`config.mk`:
```
export PLATFORM = sky130hd
export DESIGN_NAME = key_updown_cnt
export DESIGN_NICKNAME = d
export VERILOG_FILES = /design/src/rtl/key_updown_cnt.sv
export SDC_FILE = /design/constraint.sdc
export NUM_CORES = 1
export LEC_CHECK = 0
export BUFFER_PORTS_ARGS = -buffer_cell sky130_fd_sc_hd__buf_2
export CAP_MARGIN = 5
export CORE_AREA = 2 2 136 138
export CTS_CLUSTER_DIAMETER = 80
export DETAILED_ROUTE_END_ITERATION = 8
export DIE_AREA = 0 0 138 140
export SYNTH_ARGS = -nofsm -noshare
export SYNTH_HDL_FRONTEND = slang
export SYNTH_SLANG_ARGS = --single-unit
```
`constraint.sdc`:
```
create_clock -name clk -period 4.21 [get_ports clk]
set_clock_uncertainty 0.15 [all_clocks]
set_input_delay 0.421 -clock clk [delete_from_list [all_inputs] [get_ports clk]]
set_output_delay 0.421 -clock clk [all_outputs]
set_load 0.005 [all_outputs]
```
`src/rtl/key_updown_cnt.sv`:
```
// Debounced up/down/clear push-button counter feeding a six-digit seven-segment driver.
// Optional auto-repeat on held up/down keys is built when KEY_AUTOREPEAT_EN is defined.
module key_updown_cnt #(
  parameter logic [19:0] DEBOUNCE_CYC = 20'd1_000_000,
  parameter logic [25:0] REPEAT_DLY   = 26'd25_000_000,
  parameter logic [23:0] REPEAT_PER   = 24'd5_000_000,
  parameter logic [13:0] MAX_MAG      = 14'd9999
) (
  input  logic        clk,
  input  logic        rst_n,
  input  logic        key_up,
  input  logic        key_down,
  input  logic        key_clr,
  output logic [19:0] data,
  output logic        sign,
  output logic [5:0]  point,
  output logic        en
);

  localparam logic signed [14:0] MAX_S = $signed({1'b0, MAX_MAG});

  logic [2:0] key_raw;
  logic [2:0] press;
  logic [2:0] held;
  logic [1:0] rep;

  assign key_raw = {key_clr, key_down, key_up};

  genvar gi;
  generate
    for (gi = 0; gi < 3; gi++) begin : g_key
      logic        sync1_q, sync1_d;
      logic        sync2_q, sync2_d;
      logic        stable_q, stable_d;
      logic        stable_prev_q, stable_prev_d;
      logic [19:0] cnt_q, cnt_d;

      always_comb begin
        sync1_d       = key_raw[gi];
        sync2_d       = sync1_q;
        stable_prev_d = stable_q;
        stable_d      = stable_q;
        cnt_d         = 20'd0;
        if (sync2_q != stable_q) begin
          if (cnt_q == DEBOUNCE_CYC - 20'd1) begin
            stable_d = sync2_q;
          end else begin
            cnt_d = cnt_q + 20'd1;
          end
        end
      end

      always_ff @(posedge clk) begin
        if (!rst_n) begin
          sync1_q       <= 1'b1;
          sync2_q       <= 1'b1;
          stable_q      <= 1'b1;
          stable_prev_q <= 1'b1;
          cnt_q         <= 20'd0;
        end else begin
          sync1_q       <= sync1_d;
          sync2_q       <= sync2_d;
          stable_q      <= stable_d;
          stable_prev_q <= stable_prev_d;
          cnt_q         <= cnt_d;
        end
      end

      assign press[gi] = stable_prev_q & ~stable_q;
      assign held[gi]  = ~stable_q;
    end
  endgenerate

`ifdef KEY_AUTOREPEAT_EN
  // hold_q counts cycles since the last press/repeat event while the key stays down
  generate
    for (gi = 0; gi < 2; gi++) begin : g_rep
      logic [25:0] hold_q, hold_d;
      logic        in_rep_q, in_rep_d;
      logic        fire;

      always_comb begin
        fire     = 1'b0;
        hold_d   = 26'd0;
        in_rep_d = 1'b0;
        if (held[gi] && !press[2]) begin
          in_rep_d = in_rep_q;
          if ((!in_rep_q && hold_q == REPEAT_DLY) ||
              (in_rep_q && hold_q == {2'b00, REPEAT_PER})) begin
            fire     = 1'b1;
            hold_d   = 26'd1;
            in_rep_d = 1'b1;
          end else begin
            hold_d = hold_q + 26'd1;
          end
        end
      end

      always_ff @(posedge clk) begin
        if (!rst_n) begin
          hold_q   <= 26'd0;
          in_rep_q <= 1'b0;
        end else begin
          hold_q   <= hold_d;
          in_rep_q <= in_rep_d;
        end
      end

      assign rep[gi] = fire;
    end
  endgenerate
`else
  assign rep = 2'b00;
`endif

  logic signed [14:0] count_q, count_d;
  logic signed [14:0] count_neg;
  logic [13:0]        mag;
  logic [19:0]        data_q, data_d;
  logic               sign_q, sign_d;
  logic               en_q, en_d;
  logic               up_ev, dn_ev;

  always_comb begin
    up_ev   = press[0] | rep[0];
    dn_ev   = press[1] | rep[1];
    count_d = count_q;
    if (press[2]) begin
      count_d = 15'sd0;
    end else if (up_ev && !dn_ev) begin
      if (count_q != MAX_S) count_d = count_q + 15'sd1;
    end else if (dn_ev && !up_ev) begin
      if (count_q != -MAX_S) count_d = count_q - 15'sd1;
    end
    // outputs track count_d so the display updates on the same edge as the count
    count_neg = -count_d;
    mag       = count_d[14] ? count_neg[13:0] : count_d[13:0];
    data_d    = {6'd0, mag};
    sign_d    = count_d[14];
    en_d      = 1'b1;
  end

  always_ff @(posedge clk) begin
    if (!rst_n) begin
      count_q <= 15'sd0;
      data_q  <= 20'd0;
      sign_q  <= 1'b0;
      en_q    <= 1'b0;
    end else begin
      count_q <= count_d;
      data_q  <= data_d;
      sign_q  <= sign_d;
      en_q    <= en_d;
    end
  end

  assign data  = data_q;
  assign sign  = sign_q;
  assign en    = en_q;
  assign point = 6'b000000;

endmodule

```
# Word-level counts from Yosys, hierarchy flattened
# Cells that the tools add are included.
# op_classes
n_eq_ne,8
n_bitwise,10
muxes,7
n_lt_le_gt_ge,0
addsub,6
n_shift,0
n_reduce_logical,10
n_div,0
n_mul,0
# op_table
cell,count
$mux W15,5
$add A20 B1 Y20 const B,3
$eq A20 B20 Y1 const B,3
$ne A15 B15 Y1 const B,2
$add A15 B2 Y15 const B,1
$sub A15 B2 Y15 const B,1
$mux W14,1
$neg A14 Y14,1
$reduce_or A3 Y1,3
$not A1 Y1,7
$reduce_and A2 Y1,3
$and A1 B1 Y1,3
$ne A1 B1 Y1,3
$logic_and A1 B1 Y1,2
$logic_not A1 Y1,2
$mux W1,1
# word_totals
romBits,0
n_memories,0
latch_bits,0
reg_bits,109
input_bits,5
output_inout_bits,28
ram_bits,0

# Longest topological paths before layout
# logic_depth
depth_word,9
depth_mapped,12

# Worst setup path before layout
# OpenSTA, ideal clock, no wires.
# synth_path
path_type,flip-flop to flip-flop
startpoint,reg count_q[0]
endpoint,reg data_q[10] (netlist: data[10])
required_time_ns,3.939
path_stages_with_launch,11
setup_ns,0.121
t_arrival_ns,2.853
setup_slack_ns,1.086
cell_sequence,dfxtp_1 -> inv_1 -> ha_1 -> or3b_1 -> or3_1 -> o22ai_1 -> xor2_1 -> or3_1 -> o21a_1 -> o31ai_1 -> mux2_2
# synth_between
elab_chain_cells,7
word_cells_on_any_way,11
classes_between,3 x add/sub; 2 x eq/ne; 6 x mux
# synth_lines
item,line,source
"start, declared",116,"logic signed [14:0] count_q, count_d;"
"start signal, assigned",150,count_q <= count_d;
$sub A15 B2 Y15 / $ne A15 B15 Y1 (equally long branches),133,if (count_q != -MAX_S) count_d = count_q - 15'sd1;
$mux W15,133,
$mux W15,132,end else if (dn_ev && !up_ev) begin
$mux W15 *,130,end else if (up_ev && !dn_ev) begin
$mux W15 *,128,if (press[2]) begin
$neg A14 Y14,136,count_neg = -count_d;
$mux W14 *,137,mag = count_d[14] ? count_neg[13:0] : count_d[13:0];
"end signal, assigned",151,data_q <= data_d;
"end, declared",119,"logic [19:0] data_q, data_d;"
# Every way passes the cells marked *; elsewhere a longest branch is shown, timed or not.
# A chain may end at the register's enable or synchronous reset.

# Worst setup path in the final report
# Ends and elaborated chain as after synthesis.

==> out/summary.json <==
{
  "sta": {
    "achievable-frequency_mhz": 293.9,
    "setup_total_negative_slack_ns": 0,
    "layout_worst_path_cycle_share_pct": 80.81,
    "maxSlewHeadroom_pct": 49.63,
    "max_slew.worst_pin.slew_ns": 0.7547,
    "hold-worst-slack_ns": 0.1109,
    "finalSetupViolations": 0,
    "slew_viol_final": 0,
    "hold_viol": 0,
    "rsz0062_at_grt": "no",
    "post-route-min-period_ns": 3.402
  },
  "clock_network": {
    "clkSinkCount": 101,
    "worst_skew_pair.late_latency_ns": 0.35,
    "post_cts.resized_instances": 0,
    "cts_post_setup_buffers_inserted": 0,
    "total_number_of_h_tree_levels": 3,
    "total_clock_buffers_created_by_cts": 9,
    "ctsLongestPathBuffers": 2,
    "hold_buffers": 0,
    "cts_tree": "done",
    "clkTransAtPathRegs_ns": 0.07,
    "ctsRootBufferMaster": "clkbuf_16"
  },
  "global_route": {
    "vias_in_the_first_global_route": 3400,
    "grt_start_max_net_pins": 27,
    "grt_first_pass_wirelength_mm": 16.01,
    "antenna_found_initial": 0,
    "grt_overflow": 0,
    "global_route.usage.total_pct": 9.871
  },
  "synth": {
    "ys_async_sr_fraction_pct": 0,
    "synth-warning-count": 0,
    "ys_seq_elements": 101,
    "post_synth.cell_area_avg_um2": 8.623,
    "synthFlopType": "dfxtp_1",
    "netlist.area_leader.share_pct": 41.07,
    "synth.cell_area_um2": 4923,
    "yosysSeqAreaShare_pct": 41.07,
    "syn-instance-count": 571,
    "synth.area.top_cells": "dfxtp_1, nor2_1, xor2_1, xnor2_1, nand3_1",
    "post_synth_num_cell_types": 56,
    "synth-edff-count": 0,
    "synth_area_leader_cell": "dfxtp_1"
  },
  "worst_hold_path": {
    "hold_path.class": "in -> reg"
  },
  "die": {
    "core_region_area_um2": 17780,
    "die_h_um": 140,
    "die_outline_area_um2": 19320,
    "top_level_ports": 33,
    "placementRows": 49,
    "start_util_pct": 27.69,
    "fp.dieW_um": 138
  },
  "finish": {
    "layout-area-overhead-vs-synth_pct": 11.72,
    "post_layout_instance_count_excluding_filler_cells": 816,
    "layout-drive-gt1-share_pct": 9.370,
    "nFillCells": 1849,
    "most-common-layout-cells": "nor2_1, dfxtp_1, xor2_1",
    "antenna-diode-count": 0,
    "design.final.nets": 594
  },
  "setup_path": {
    "criticalPathCategory": "reg -> reg",
    "crit_arrival_ns": 3.49,
    "critical_path_required_ns": 4.30,
    "startpoint_type": "flip-flop",
    "crit_path_max_fanout": 11,
    "cp-end-kind": "flip-flop"
  },
  "placed_design": {
    "io_buffer_count": 20,
    "place_congestion": 0.8989,
    "placed_cells_incl_taps": 800,
    "hpwl_mm": 6.398
  },
  "route": {
    "drt_wl_total_mm": 9.306,
    "number_of_vias_per_cell": 4.686,
    "routed-via-count": 3824,
    "drt_pass1_iterations": 5,
    "route.detailed.drc": 0,
    "route.antenna.remaining_nets": 0,
    "route.detailed.wl_per_inst_um": 11.40,
    "drt_iter0_drc": 280
  },
  "power": {
    "ir_drop_uv": 255.3,
    "power_per_cell_area_nw_per_um2": 341.1,
    "static_leakage_nw": 1.996
  },
  "job": {
    "cap_viol_max_count": 0
  },
  "outcome": {
    "outcome": "complete, no violations"
  }
}
[where the power goes]
part           total [mW]  internal [mW]  switching (mW)
clock network       0.893          0.538           0.355
registers           0.961          0.959         0.00202
logic              0.0217        0.00534          0.0163
[final timing paths]
| path | start | to | slack, ns | cells past startpoint |
|---|---|---|---|---|
| hold reg to reg | g_key[2].sync1_q | g_key[2].sync2_q | 0.26 | 1 |
| hold / removal | key_clr | g_key[2].sync1_q | 0.11 | 2 |
| setup reg to reg | count_q[0] | data[10] | 0.81 | 10 |
| setup / recovery | count_q[0] | data[10] | 0.81 | 10 |
[worst max-delay path, cell delays in order (launching register included)]
cell and delay (ns):
dfxtp_1 0.40, inv_1 0.11, ha_1 0.16, or3b_1 0.38
or3_1 0.37, o22ai_1 0.18, xor2_1 0.19, or3_1 0.45
o21a_1 0.26, o31ai_1 0.27, mux2_2 0.36
[metrics by stage]
step | utilization (%) | instance area, um2 | power, mW | setup slack [ns]
floorplan | - | 4965 | 1.006 | 1.086
global placement | 29.10 | 5174 | 1.005 | 0.8831
detailed placement | 29.10 | 5174 | 1.005 | 0.8372
CTS | 30.94 | 5500 | 1.913 | 0.8161
global route | 30.94 | 5500 | 1.948 | 0.5945
finish | 30.94 | 5500 | 1.876 | 0.8078
[registers in the layout, indices dropped and copies added (netlist names)]
name                 cells
g_key.sync2_q            3
g_key.stable_prev_d      3
data                    13
en                       1
g_key.sync1_q            3
g_key.cnt_q             60
count_q                 15
g_key.stable_prev_q      3
[cells in the mapped netlist, drive strengths merged (11+ instances only)]
| master | n |
|---|---|
| nor2 | 101 |
| xnor2 | 27 |
| nor4 | 12 |
| nand2b | 16 |
| dfxtp | 101 |
| xor2 | 35 |
| and3 | 25 |
| or3 | 13 |
| clkbuf | 14 |
| nor3 | 11 |
| nand2 | 31 |
| inv | 14 |
| o21ai | 11 |
| nand3 | 34 |
| nand4 | 20 |
| buf | 19 |
[metal layers]
metal	up-vias	routed length (um)	GRT usage (%)
li1	1965	-	-
met1	1743	4616	13.17
met3	18	470	2.564
met4	0	190	4.243
met2	98	4028	15.11
met5	-	0	0
[cell type report]
type,count,area (um2),area share (%)
Tap cell,229,286.5,5.209
Timing Repair Buffer,22,115.1,2.093
Multi-Input combinational cell,434,2698,49.04
Clock inverter,5,83.83,1.524
Sequential cell,101,2022,36.76
Inverter,14,52.55,0.9554
Clock buffer,11,242.7,4.413
[cell families after synthesis]
logic type	Yosys count	share of synthesized area (%)
fa+ha+maj	7	1.779
flops	101	41.07
compound gates	46	6.506
simple gates	293	31.11
buf+inv	47	4.981
xor+xnor	62	11.03
other cells	1	0.07617
mux	14	3.456
Note: power is estimated with default switching activity, not from simulation.
